===== config.mk =====
export PLATFORM = sky130hd
export DESIGN_NAME = core_pipeline_hazard_ctrl_flat
export DESIGN_NICKNAME = d
export VERILOG_FILES = /design/src/rtl/core_pipeline_hazard_ctrl_pkg.sv /design/src/rtl/core_pipeline_hazard_ctrl_if.sv /design/src/rtl/core_pipeline_hazard_ctrl_fwd_select.sv /design/src/rtl/core_pipeline_hazard_ctrl.sv /design/src/flat_wrapper.sv
export SDC_FILE = /design/constraint.sdc
export NUM_CORES = 1
export LEC_CHECK = 0
export ABC_AREA = 0
export BUFFER_PORTS_ARGS = -buffer_cell sky130_fd_sc_hd__buf_2
export CAP_MARGIN = 20
export CELL_PAD_IN_SITES_DETAIL_PLACEMENT = 0
export CELL_PAD_IN_SITES_GLOBAL_PLACEMENT = 1
export CORE_AREA = 2 2 67 69
export DETAILED_ROUTE_END_ITERATION = 8
export DIE_AREA = 0 0 69 71
export PLACE_DENSITY_LB_ADDON = 0.1
export REMOVE_ABC_BUFFERS = 1
export SLEW_MARGIN = 0
export SYNTH_ARGS = -nofsm -noshare
export SYNTH_HDL_FRONTEND = slang
export SYNTH_SLANG_ARGS = --single-unit

===== constraint.sdc =====
create_clock -name i_clk -period 2.4 [get_ports i_clk]
set_clock_uncertainty 0.15 [all_clocks]
set_input_delay 0.12 -clock i_clk [delete_from_list [all_inputs] [get_ports i_clk]]
set_output_delay 0.12 -clock i_clk [all_outputs]
set_load 0.02 [all_outputs]

===== src/rtl/core_pipeline_hazard_ctrl_pkg.sv =====
// Shared types for the pipeline hazard/run-control unit: halt FSM states
// and the slot readiness rule used by the forwarding search.
package core_pipeline_hazard_ctrl_pkg;

    typedef enum logic [1:0] {
        ST_RUN    = 2'd0,
        ST_DRAIN  = 2'd1,
        ST_HALTED = 2'd2
    } run_state_t;

    // A slot k stages past READ can forward once its producer's latency has elapsed.
    function automatic logic slot_ready(input int k, input logic is_load,
                                        input int alu_lat, input int load_lat);
        return (k >= (is_load ? load_lat : alu_lat));
    endfunction

endpackage


===== src/rtl/core_pipeline_hazard_ctrl_if.sv =====
// READ-stage, run-control and status signals of the hazard unit, bundled
// so the core and the hazard controller share one connection.
interface core_pipeline_hazard_ctrl_if #(
    parameter int REG_ADDR_W = 3,
    parameter int FWD_W      = 2,
    parameter int CNT_W      = 16
);
    logic                  i_sys_stop;
    logic                  i_sys_start;
    logic                  i_rd_valid;
    logic [REG_ADDR_W-1:0] i_rd_src1;
    logic [REG_ADDR_W-1:0] i_rd_src2;
    logic                  i_rd_src1_used;
    logic                  i_rd_src2_used;
    logic [REG_ADDR_W-1:0] i_rd_dest;
    logic                  i_rd_writes;
    logic                  i_rd_is_load;
    logic                  i_ex_flush;
    logic                  o_issue;
    logic                  o_stall;
    logic                  o_flush_front;
    logic [FWD_W-1:0]      o_fwd_sel1;
    logic [FWD_W-1:0]      o_fwd_sel2;
    logic                  o_halted;
    logic [CNT_W-1:0]      o_stall_count;

    modport master (
        output i_sys_stop, i_sys_start, i_rd_valid, i_rd_src1, i_rd_src2,
               i_rd_src1_used, i_rd_src2_used, i_rd_dest, i_rd_writes,
               i_rd_is_load, i_ex_flush,
        input  o_issue, o_stall, o_flush_front, o_fwd_sel1, o_fwd_sel2,
               o_halted, o_stall_count
    );

    modport slave (
        input  i_sys_stop, i_sys_start, i_rd_valid, i_rd_src1, i_rd_src2,
               i_rd_src1_used, i_rd_src2_used, i_rd_dest, i_rd_writes,
               i_rd_is_load, i_ex_flush,
        output o_issue, o_stall, o_flush_front, o_fwd_sel1, o_fwd_sel2,
               o_halted, o_stall_count
    );

endinterface


===== src/rtl/core_pipeline_hazard_ctrl_fwd_select.sv =====
// Youngest-match forwarding search for one READ operand: picks the slot to
// forward from, or flags a hazard when the youngest producer is not ready.
module core_pipeline_hazard_ctrl_fwd_select
    import core_pipeline_hazard_ctrl_pkg::*;
#(
    parameter int REG_ADDR_W = 3,
    parameter int NUM_STAGES = 3,
    parameter int ALU_LAT    = 1,
    parameter int LOAD_LAT   = 2,
    parameter int FWD_W      = 2
) (
    input  logic [REG_ADDR_W-1:0]                 src,
    input  logic                                  used,
    input  logic [NUM_STAGES:1]                   slot_valid,
    input  logic [NUM_STAGES:1][REG_ADDR_W-1:0]   slot_dest,
    input  logic [NUM_STAGES:1]                   slot_is_load,
    output logic [FWD_W-1:0]                      fwd_sel,
    output logic                                  hazard
);

    // Scan oldest to youngest so the youngest match is the last one to assign.
    always_comb begin
        fwd_sel = '0;
        hazard  = 1'b0;
        for (int k = NUM_STAGES; k >= 1; k--) begin
            if (used && slot_valid[k] && (slot_dest[k] == src)) begin
                if (slot_ready(k, slot_is_load[k], ALU_LAT, LOAD_LAT)) begin
                    fwd_sel = FWD_W'(k);
                    hazard  = 1'b0;
                end else begin
                    fwd_sel = '0;
                    hazard  = 1'b1;
                end
            end
        end
    end

endmodule


===== src/rtl/core_pipeline_hazard_ctrl.sv =====
// Hazard and run-control unit: in-flight write scoreboard, per-operand
// forward/stall decision, stop/start halt FSM and a saturating stall counter.
module core_pipeline_hazard_ctrl
    import core_pipeline_hazard_ctrl_pkg::*;
#(
    parameter int REG_ADDR_W = 3,
    parameter int NUM_STAGES = 3,
    parameter int ALU_LAT    = 1,
    parameter int LOAD_LAT   = 2,
    parameter int CNT_W      = 16
) (
    input  logic                       i_clk,
    input  logic                       i_rst,
    core_pipeline_hazard_ctrl_if.slave bus
);

    localparam int FWD_W = $clog2(NUM_STAGES + 1);

    logic [NUM_STAGES:1]                 slot_valid_q;
    logic [NUM_STAGES:1][REG_ADDR_W-1:0] slot_dest_q;
    logic [NUM_STAGES:1]                 slot_is_load_q;
    run_state_t                          state_q, state_d;
    logic [CNT_W-1:0]                    stall_cnt_q;
    logic                                hazard1, hazard2, hazard;
    logic                                running;

    core_pipeline_hazard_ctrl_fwd_select #(
        .REG_ADDR_W(REG_ADDR_W), .NUM_STAGES(NUM_STAGES),
        .ALU_LAT(ALU_LAT), .LOAD_LAT(LOAD_LAT), .FWD_W(FWD_W)
    ) u_sel1 (
        .src(bus.i_rd_src1), .used(bus.i_rd_valid & bus.i_rd_src1_used),
        .slot_valid(slot_valid_q), .slot_dest(slot_dest_q),
        .slot_is_load(slot_is_load_q), .fwd_sel(bus.o_fwd_sel1), .hazard(hazard1)
    );

    core_pipeline_hazard_ctrl_fwd_select #(
        .REG_ADDR_W(REG_ADDR_W), .NUM_STAGES(NUM_STAGES),
        .ALU_LAT(ALU_LAT), .LOAD_LAT(LOAD_LAT), .FWD_W(FWD_W)
    ) u_sel2 (
        .src(bus.i_rd_src2), .used(bus.i_rd_valid & bus.i_rd_src2_used),
        .slot_valid(slot_valid_q), .slot_dest(slot_dest_q),
        .slot_is_load(slot_is_load_q), .fwd_sel(bus.o_fwd_sel2), .hazard(hazard2)
    );

    assign hazard             = hazard1 | hazard2;
    assign running            = (state_q == ST_RUN);
    assign bus.o_stall        = hazard | (~running & bus.i_rd_valid);
    assign bus.o_issue        = bus.i_rd_valid & ~bus.o_stall & ~bus.i_ex_flush & running;
    assign bus.o_flush_front  = bus.i_ex_flush;
    assign bus.o_halted       = (state_q == ST_HALTED);
    assign bus.o_stall_count  = stall_cnt_q;

    // Flush leaves the slots alone: the instruction already in EXECUTE completes.
    always_ff @(posedge i_clk or posedge i_rst) begin
        if (i_rst) begin
            slot_valid_q   <= '0;
            slot_dest_q    <= '0;
            slot_is_load_q <= '0;
        end else begin
            slot_valid_q[1]   <= bus.o_issue & bus.i_rd_writes;
            slot_dest_q[1]    <= bus.i_rd_dest;
            slot_is_load_q[1] <= bus.i_rd_is_load;
            for (int k = 2; k <= NUM_STAGES; k++) begin
                slot_valid_q[k]   <= slot_valid_q[k-1];
                slot_dest_q[k]    <= slot_dest_q[k-1];
                slot_is_load_q[k] <= slot_is_load_q[k-1];
            end
        end
    end

    always_ff @(posedge i_clk or posedge i_rst) begin
        if (i_rst) begin
            state_q     <= ST_HALTED;
            stall_cnt_q <= '0;
        end else begin
            state_q <= state_d;
            if (running && hazard && !(&stall_cnt_q)) begin
                stall_cnt_q <= stall_cnt_q + 1'b1;
            end
        end
    end

    // Stop beats start everywhere; a drain is abandoned only by a clean start.
    always_comb begin
        state_d = state_q;
        case (state_q)
            ST_RUN: begin
                if (bus.i_sys_stop) state_d = ST_DRAIN;
            end
            ST_DRAIN: begin
                if (bus.i_sys_start && !bus.i_sys_stop) state_d = ST_RUN;
                else if (slot_valid_q == '0)            state_d = ST_HALTED;
            end
            ST_HALTED: begin
                if (bus.i_sys_start && !bus.i_sys_stop) state_d = ST_RUN;
            end
            default: state_d = ST_HALTED;
        endcase
    end

endmodule


===== src/flat_wrapper.sv =====
// flat-port wrapper written by rule: the top's interface ports become plain ports
module core_pipeline_hazard_ctrl_flat import core_pipeline_hazard_ctrl_pkg::*;
#(
    parameter int REG_ADDR_W = 3,
    parameter int NUM_STAGES = 3,
    parameter int ALU_LAT    = 1,
    parameter int LOAD_LAT   = 2,
    parameter int CNT_W      = 16
)
  (i_clk, i_rst, bus_i_sys_stop, bus_i_sys_start, bus_i_rd_valid, bus_i_rd_src1, bus_i_rd_src2, bus_i_rd_src1_used, bus_i_rd_src2_used, bus_i_rd_dest, bus_i_rd_writes, bus_i_rd_is_load, bus_i_ex_flush, bus_o_issue, bus_o_stall, bus_o_flush_front, bus_o_fwd_sel1, bus_o_fwd_sel2, bus_o_halted, bus_o_stall_count);
  core_pipeline_hazard_ctrl_if #(.REG_ADDR_W(REG_ADDR_W), .FWD_W(2), .CNT_W(CNT_W)) bus_i ();
  input  logic i_clk;
  input  logic i_rst;
  input wire logic [$bits(bus_i.i_sys_stop)-1:0] bus_i_sys_stop;
  input wire logic [$bits(bus_i.i_sys_start)-1:0] bus_i_sys_start;
  input wire logic [$bits(bus_i.i_rd_valid)-1:0] bus_i_rd_valid;
  input wire logic [$bits(bus_i.i_rd_src1)-1:0] bus_i_rd_src1;
  input wire logic [$bits(bus_i.i_rd_src2)-1:0] bus_i_rd_src2;
  input wire logic [$bits(bus_i.i_rd_src1_used)-1:0] bus_i_rd_src1_used;
  input wire logic [$bits(bus_i.i_rd_src2_used)-1:0] bus_i_rd_src2_used;
  input wire logic [$bits(bus_i.i_rd_dest)-1:0] bus_i_rd_dest;
  input wire logic [$bits(bus_i.i_rd_writes)-1:0] bus_i_rd_writes;
  input wire logic [$bits(bus_i.i_rd_is_load)-1:0] bus_i_rd_is_load;
  input wire logic [$bits(bus_i.i_ex_flush)-1:0] bus_i_ex_flush;
  output wire logic [$bits(bus_i.o_issue)-1:0] bus_o_issue;
  output wire logic [$bits(bus_i.o_stall)-1:0] bus_o_stall;
  output wire logic [$bits(bus_i.o_flush_front)-1:0] bus_o_flush_front;
  output wire logic [$bits(bus_i.o_fwd_sel1)-1:0] bus_o_fwd_sel1;
  output wire logic [$bits(bus_i.o_fwd_sel2)-1:0] bus_o_fwd_sel2;
  output wire logic [$bits(bus_i.o_halted)-1:0] bus_o_halted;
  output wire logic [$bits(bus_i.o_stall_count)-1:0] bus_o_stall_count;
  assign bus_i.i_sys_stop = bus_i_sys_stop;
  assign bus_i.i_sys_start = bus_i_sys_start;
  assign bus_i.i_rd_valid = bus_i_rd_valid;
  assign bus_i.i_rd_src1 = bus_i_rd_src1;
  assign bus_i.i_rd_src2 = bus_i_rd_src2;
  assign bus_i.i_rd_src1_used = bus_i_rd_src1_used;
  assign bus_i.i_rd_src2_used = bus_i_rd_src2_used;
  assign bus_i.i_rd_dest = bus_i_rd_dest;
  assign bus_i.i_rd_writes = bus_i_rd_writes;
  assign bus_i.i_rd_is_load = bus_i_rd_is_load;
  assign bus_i.i_ex_flush = bus_i_ex_flush;
  assign bus_o_issue = bus_i.o_issue;
  assign bus_o_stall = bus_i.o_stall;
  assign bus_o_flush_front = bus_i.o_flush_front;
  assign bus_o_fwd_sel1 = bus_i.o_fwd_sel1;
  assign bus_o_fwd_sel2 = bus_i.o_fwd_sel2;
  assign bus_o_halted = bus_i.o_halted;
  assign bus_o_stall_count = bus_i.o_stall_count;
  core_pipeline_hazard_ctrl #(.REG_ADDR_W(REG_ADDR_W), .NUM_STAGES(NUM_STAGES), .ALU_LAT(ALU_LAT), .LOAD_LAT(LOAD_LAT), .CNT_W(CNT_W)) u_core (.i_clk(i_clk), .i_rst(i_rst), .bus(bus_i));
endmodule

---- Word-level counts from Yosys, hierarchy flattened ----
Cells that the tools add are included.
word-level totals
  register bits ........................... 33
  logic and storage cells ................. 81
operators by class
  $add $sub $neg .......................... 1
  $lt $le $gt $ge ......................... 3
  eq/ne operators ......................... 11
  multiplexer cells ....................... 26
  bitwise operators ....................... 12
  reductions and logical operators ........ 21
operators by type and width
  cell                   count
  $mux 2                 15
  $eq 3x3->1             6
  $add 16x1->16 const B  1
  $reduce_and 16->1      1
  $logic_and 1x1->1      15
  $mux 1                 10
  $and 1x1->1            7
  $pmux 2 s3             1
  $ge 2x2->1 const A     2
  $logic_not 3->1        1
  $ne 3x1->1 const B     1
  $not 1->1              3
  $reduce_and 3->1       1
  $eq 2x1->1 const B     1
  $eq 2x2->1 const B     1
  $ge 1x2->1 const A     1
  $logic_not 1->1        2
  $logic_not 2->1        1
  $ne 2x1->1 const B     1
  $ne 2x2->1 const B     1
  $or 1x1->1             2

---- Depth between registers and ports, before layout ----
  depth in word-level cells ............... 13
  depth in mapped cells ................... 6
  mapped depth without buffers ............ 6

---- Modules after synthesis ----
From an unflattened synthesis, not the netlist that was laid out.
unflattened totals
  cell total of the unflattened synthesis .. 152
  area total of the unflattened synthesis .. 1647.8 um^2
by module, submodules not included
  module                                instances  cells an instance  area each (um^2)
  core_pipeline_hazard_ctrl             1          112                1330.0
  core_pipeline_hazard_ctrl_fwd_select  2          20                 158.9

---- Worst setup path before layout ----
OpenSTA, ideal clock, no wires.
  kind .................................... register -> register
  start ................................... register u_core.stall_cnt_q[0] (netlist: u_core.bus.o_stall_count[0])
  end ..................................... register u_core.stall_cnt_q[1] (netlist: u_core.bus.o_stall_count[1])
  setup time .............................. 0.125 ns
  arrival ................................. 1.713 ns
  required time ........................... 2.125 ns
  setup slack ............................. 0.412 ns
  stages on the path, launching flop included .. 7
  path buffers ............................ 0
  clock period less this slack ............ 1.988 ns
  cells stage by stage .................... dfrtp_1 > ha_1 > nand4_1 > or4_4 > o21ai_2 > nor2_2 > mux2_4
between the ends
  word-level cells in the longest chain between the ends .. 3
  elaborated cells between the ends (all ways) .. 4
RTL lines
  what                                                   RTL line                         text
  start: declaration                                     core_pipeline_hazard_ctrl.sv:23  logic [CNT_W-1:0] stall_cnt_q;
  start signal: assignment                               core_pipeline_hazard_ctrl.sv:78  stall_cnt_q <= stall_cnt_q + 1'b1;
  branches (longest 3 deep; another with $add 16x1->16)  -
Several ways; the timed one is not identified.
A chain may end at the register's enable or synchronous reset.

---- Worst setup path in the final report ----
  start ................................... register u_core.slot_dest_q[8] in the netlist's numbering
  end ..................................... output port bus_o_fwd_sel1[0]
between the ends
  word-level cells in the longest chain between the ends .. 5
RTL lines
  what                              RTL line                                    text
  start: declaration                core_pipeline_hazard_ctrl.sv:20             logic [NUM_STAGES:1][REG_ADDR_W-1:0] slot_dest_q;
  start signal: indexed assignment  core_pipeline_hazard_ctrl.sv:65             slot_dest_q[k] <= slot_dest_q[k-1];
  $eq 3x3->1                        core_pipeline_hazard_ctrl_fwd_select.sv:26  if (used && slot_valid[k] && (slot_dest[k] == src)) begin
  $logic_and 1x1->1                 core_pipeline_hazard_ctrl_fwd_select.sv:26
  $mux 2 (3 in series)              core_pipeline_hazard_ctrl_fwd_select.sv:26
  end: declaration                  flat_wrapper.sv:28                          output wire logic [$bits(bus_i.o_fwd_sel1)-1:0] bus_o_fwd_sel1;
No other way between the ends.

==> results.toml <==
[critical_path]
setup.worst_path.end_class = "output port"
crit_path_start_kind = "flip-flop"
path_max_fanout = 2
critical_path_class = "reg2out"
worst_ep_required_time_ns = 2.13
worst-endpoint-arrival_ns = 1.94

[floorplan]
die_area_um2 = 4900
ioPinCount = 43
die_h_um = 71
die_width_um = 69
core_area_um2 = 4200
row_count = 24
floorplan.initialDensity = 0.383

[timing]
final_period_minus_worst_setup_slack_ns = 2.21
final-hold-violation-count = 0
finalHoldWorstSlack_ns = 0.0143
timing.setup.tns_ns = 0
slew_headroom = 0.679
rsz0062_at_grt = "false"
number_of_failing_setup_endpoints_in_the_final_timing_report = 0
final_max_slew_viol_count = 0
max_freq_mhz = 453
tightest_slew_ns = 0.478
tcrit_tclk_final = 0.921

[clocking]
clkSinkCount = 31
clock_insertion_delay_worst_skew_ns = 0.28
cts_made_buffers = 5
cts_htree_levels = 2
cts-root-buf = "clkbuf_8"
cts_buffer_depth = 2
post_cts.repair.setup_buffers = 0
clk_pin_slew_worst_paths_ns = 0.07
cts_tree = "yes"

[detailed_routing]
totalWireLength_um = 3540
route.detailed.wl_per_inst_um = 14.2
routed_via_density = 4.87
num_vias = 1218
detail-route-antenna-nets = 0
drt_iter0_drc = 45
drt_drc_violations_left = 0
firstDrtPassIters = 4

[grt]
number_of_antenna_violations_at_the_first_check_in_global_routing = 0
first_global_vias = 1256
maximum_number_of_pins_on_one_net_before_global_route_repair = 32
grtUsageTotal = 0.157
overflow = 0
wire_length_of_the_first_global_routing_pass_um = 6110

[worst_hold_path]
worst_hold_path_type = "in2reg"

[synthesis]
synth_warnings = 0
synth.ff_latch_count = 31
syn_inst = 143
postSynth.topFlopCell = "dfrtp_1"
post_synth.cell_area_avg_um2 = 11.3
synth-edff-count = 0
ys_async_sr_fraction = 1.00
synthesized_area_um2 = 1610
yosysUniqueCellTypes = 36
ys_seq_area_frac = 0.483

[status]
status = "completed"

[layout]
seq_area_um2 = 777
final.fill_count = 417
layout-drive-gt1-share = 0.313
final_common_cell = "buf_2"
antenna_cells_inserted = 0
nNetsFinal = 217
multi_input_area_um2 = 771
layout.cells.most_common_list = "42 x buf_2, 30 x dfrtp_1, 29 x xor2_1, 9 x nor2_1, 9 x nand3_1"
layout-area-overhead-vs-synth_pct = 24.5

[power]
peakVddDrop_mv = 0.235
power_density_nw_per_um2 = 605
p_leak_uw = 0.00102

[run]
max_cap_check_violation_count = 0

[place]
routability_cong = 0.759
place.detailed.hpwl_um = 2680
io_buffers = 42
[through the flow]
stage          power, uW   util  setup slack, ns  area [um^2]  instances
2_1_floorplan        721      -            0.412         1570        141
3_3_place_gp         792  0.441            0.422         1850        236
3_5_place_dp         796  0.441            0.384         1850        236
4_1_cts             1230  0.477            0.178         2000        250
5_1_grt             1280  0.477           0.0916         2000        250
6_report            1210  0.477            0.190         2000        250
[state kept, by name, indices dropped and copies added (netlist names)]
register	count
u_core.state_q	2
u_core.slot_dest_q	9
u_core.slot_valid_q	3
u_core.bus.o_stall_count	16
u_core.slot_is_load_q	1
[cells by family (layout without fill, tap and decap cells)]
kind of cell,after synthesis,in the layout,share of synthesized area
compound gates,11,11,0.0552
mux,3,3,0.0218
flops,31,31,0.483
fa+ha+maj,1,1,0.00777
xor+xnor,33,33,0.179
buf+inv,8,63,0.0389
simple gates,56,56,0.214
[synthesized netlist by cell type, types with 2 or more instances]
cell type | number | area share
a21oi_1 | 4 | 0.012
a22o_1 | 2 | 0.011
and3_1 | 2 | 0.0078
dfrtp_1 | 30 | 0.47
inv_1 | 6 | 0.014
mux2i_1 | 2 | 0.012
nand2_1 | 7 | 0.016
nand2b_1 | 3 | 0.012
nand3_1 | 9 | 0.028
nand4_1 | 4 | 0.016
nor2_1 | 9 | 0.021
nor3_1 | 6 | 0.019
nor4_4 | 2 | 0.026
or4_1 | 4 | 0.019
xnor2_1 | 4 | 0.022
xor2_1 | 29 | 0.16
[final timing paths]
check / start / endpoint / slack, ns / cells past startpoint
worst max register to register: u_core.slot_dest_q[2]$_DFF_PP0_ / u_core.bus.o_stall_count[1]$_DFFE_PP0P_ / 0.38 / 5
worst max-delay path: u_core.slot_dest_q[8]$_DFF_PP0_ / bus_o_fwd_sel1[0] / 0.19 / 5
min in group asynchronous: i_rst / u_core.slot_dest_q[6]$_DFF_PP0_ / 0.30 / 4
worst min-delay path: bus_i_sys_stop / u_core.state_q[0]$_DFFE_PP0P_ / 0.01 / 3
max in group asynchronous: i_rst / u_core.state_q[1]$_DFFE_PP1P_ / 1.46 / 4
worst min register to register: u_core.slot_valid_q[2]$_DFF_PP0_ / u_core.slot_valid_q[3]$_DFF_PP0_ / 0.28 / 0
[metal layers]
metal	vias to the layer above	GRT usage	share of wire
li1	603	-	-
met1	574	0.214	0.49
met2	37	0.243	0.45
met3	4	0.0527	0.054
met4	0	0.0392	0.0073
met5	-	0	0
[power by group]
group	internal (uW)	total, uW	switching, uW
Sequential	560	604	44.1
Combinational	79.0	188	109
Clock	231	420	189
[area by class of cell]
cell class              instances  area share
flip-flops and latches         31       0.388
multi-input cells             104       0.385
repair buffers                 49       0.139
clock buffers                   7      0.0431
well taps                      52      0.0325
inverters                       6      0.0112
clock inverters                 1     0.00250
[what timing repair did]
| action | CTS | global route |
|---|---|---|
| gates resized for setup | 0 | 0 |
| endpoints found under the hold margin | 35 | 0 |
| hold buffers | 6 | 0 |
[worst max-delay path, cell delays in order (launching register included)]
cell and delay, ns:
dfrtp_1 0.40, xor2_1 0.17, or4_1 0.55, nand2b_1 0.17
mux2i_1 0.17, buf_2 0.20
(Power assumes the default switching activity.)
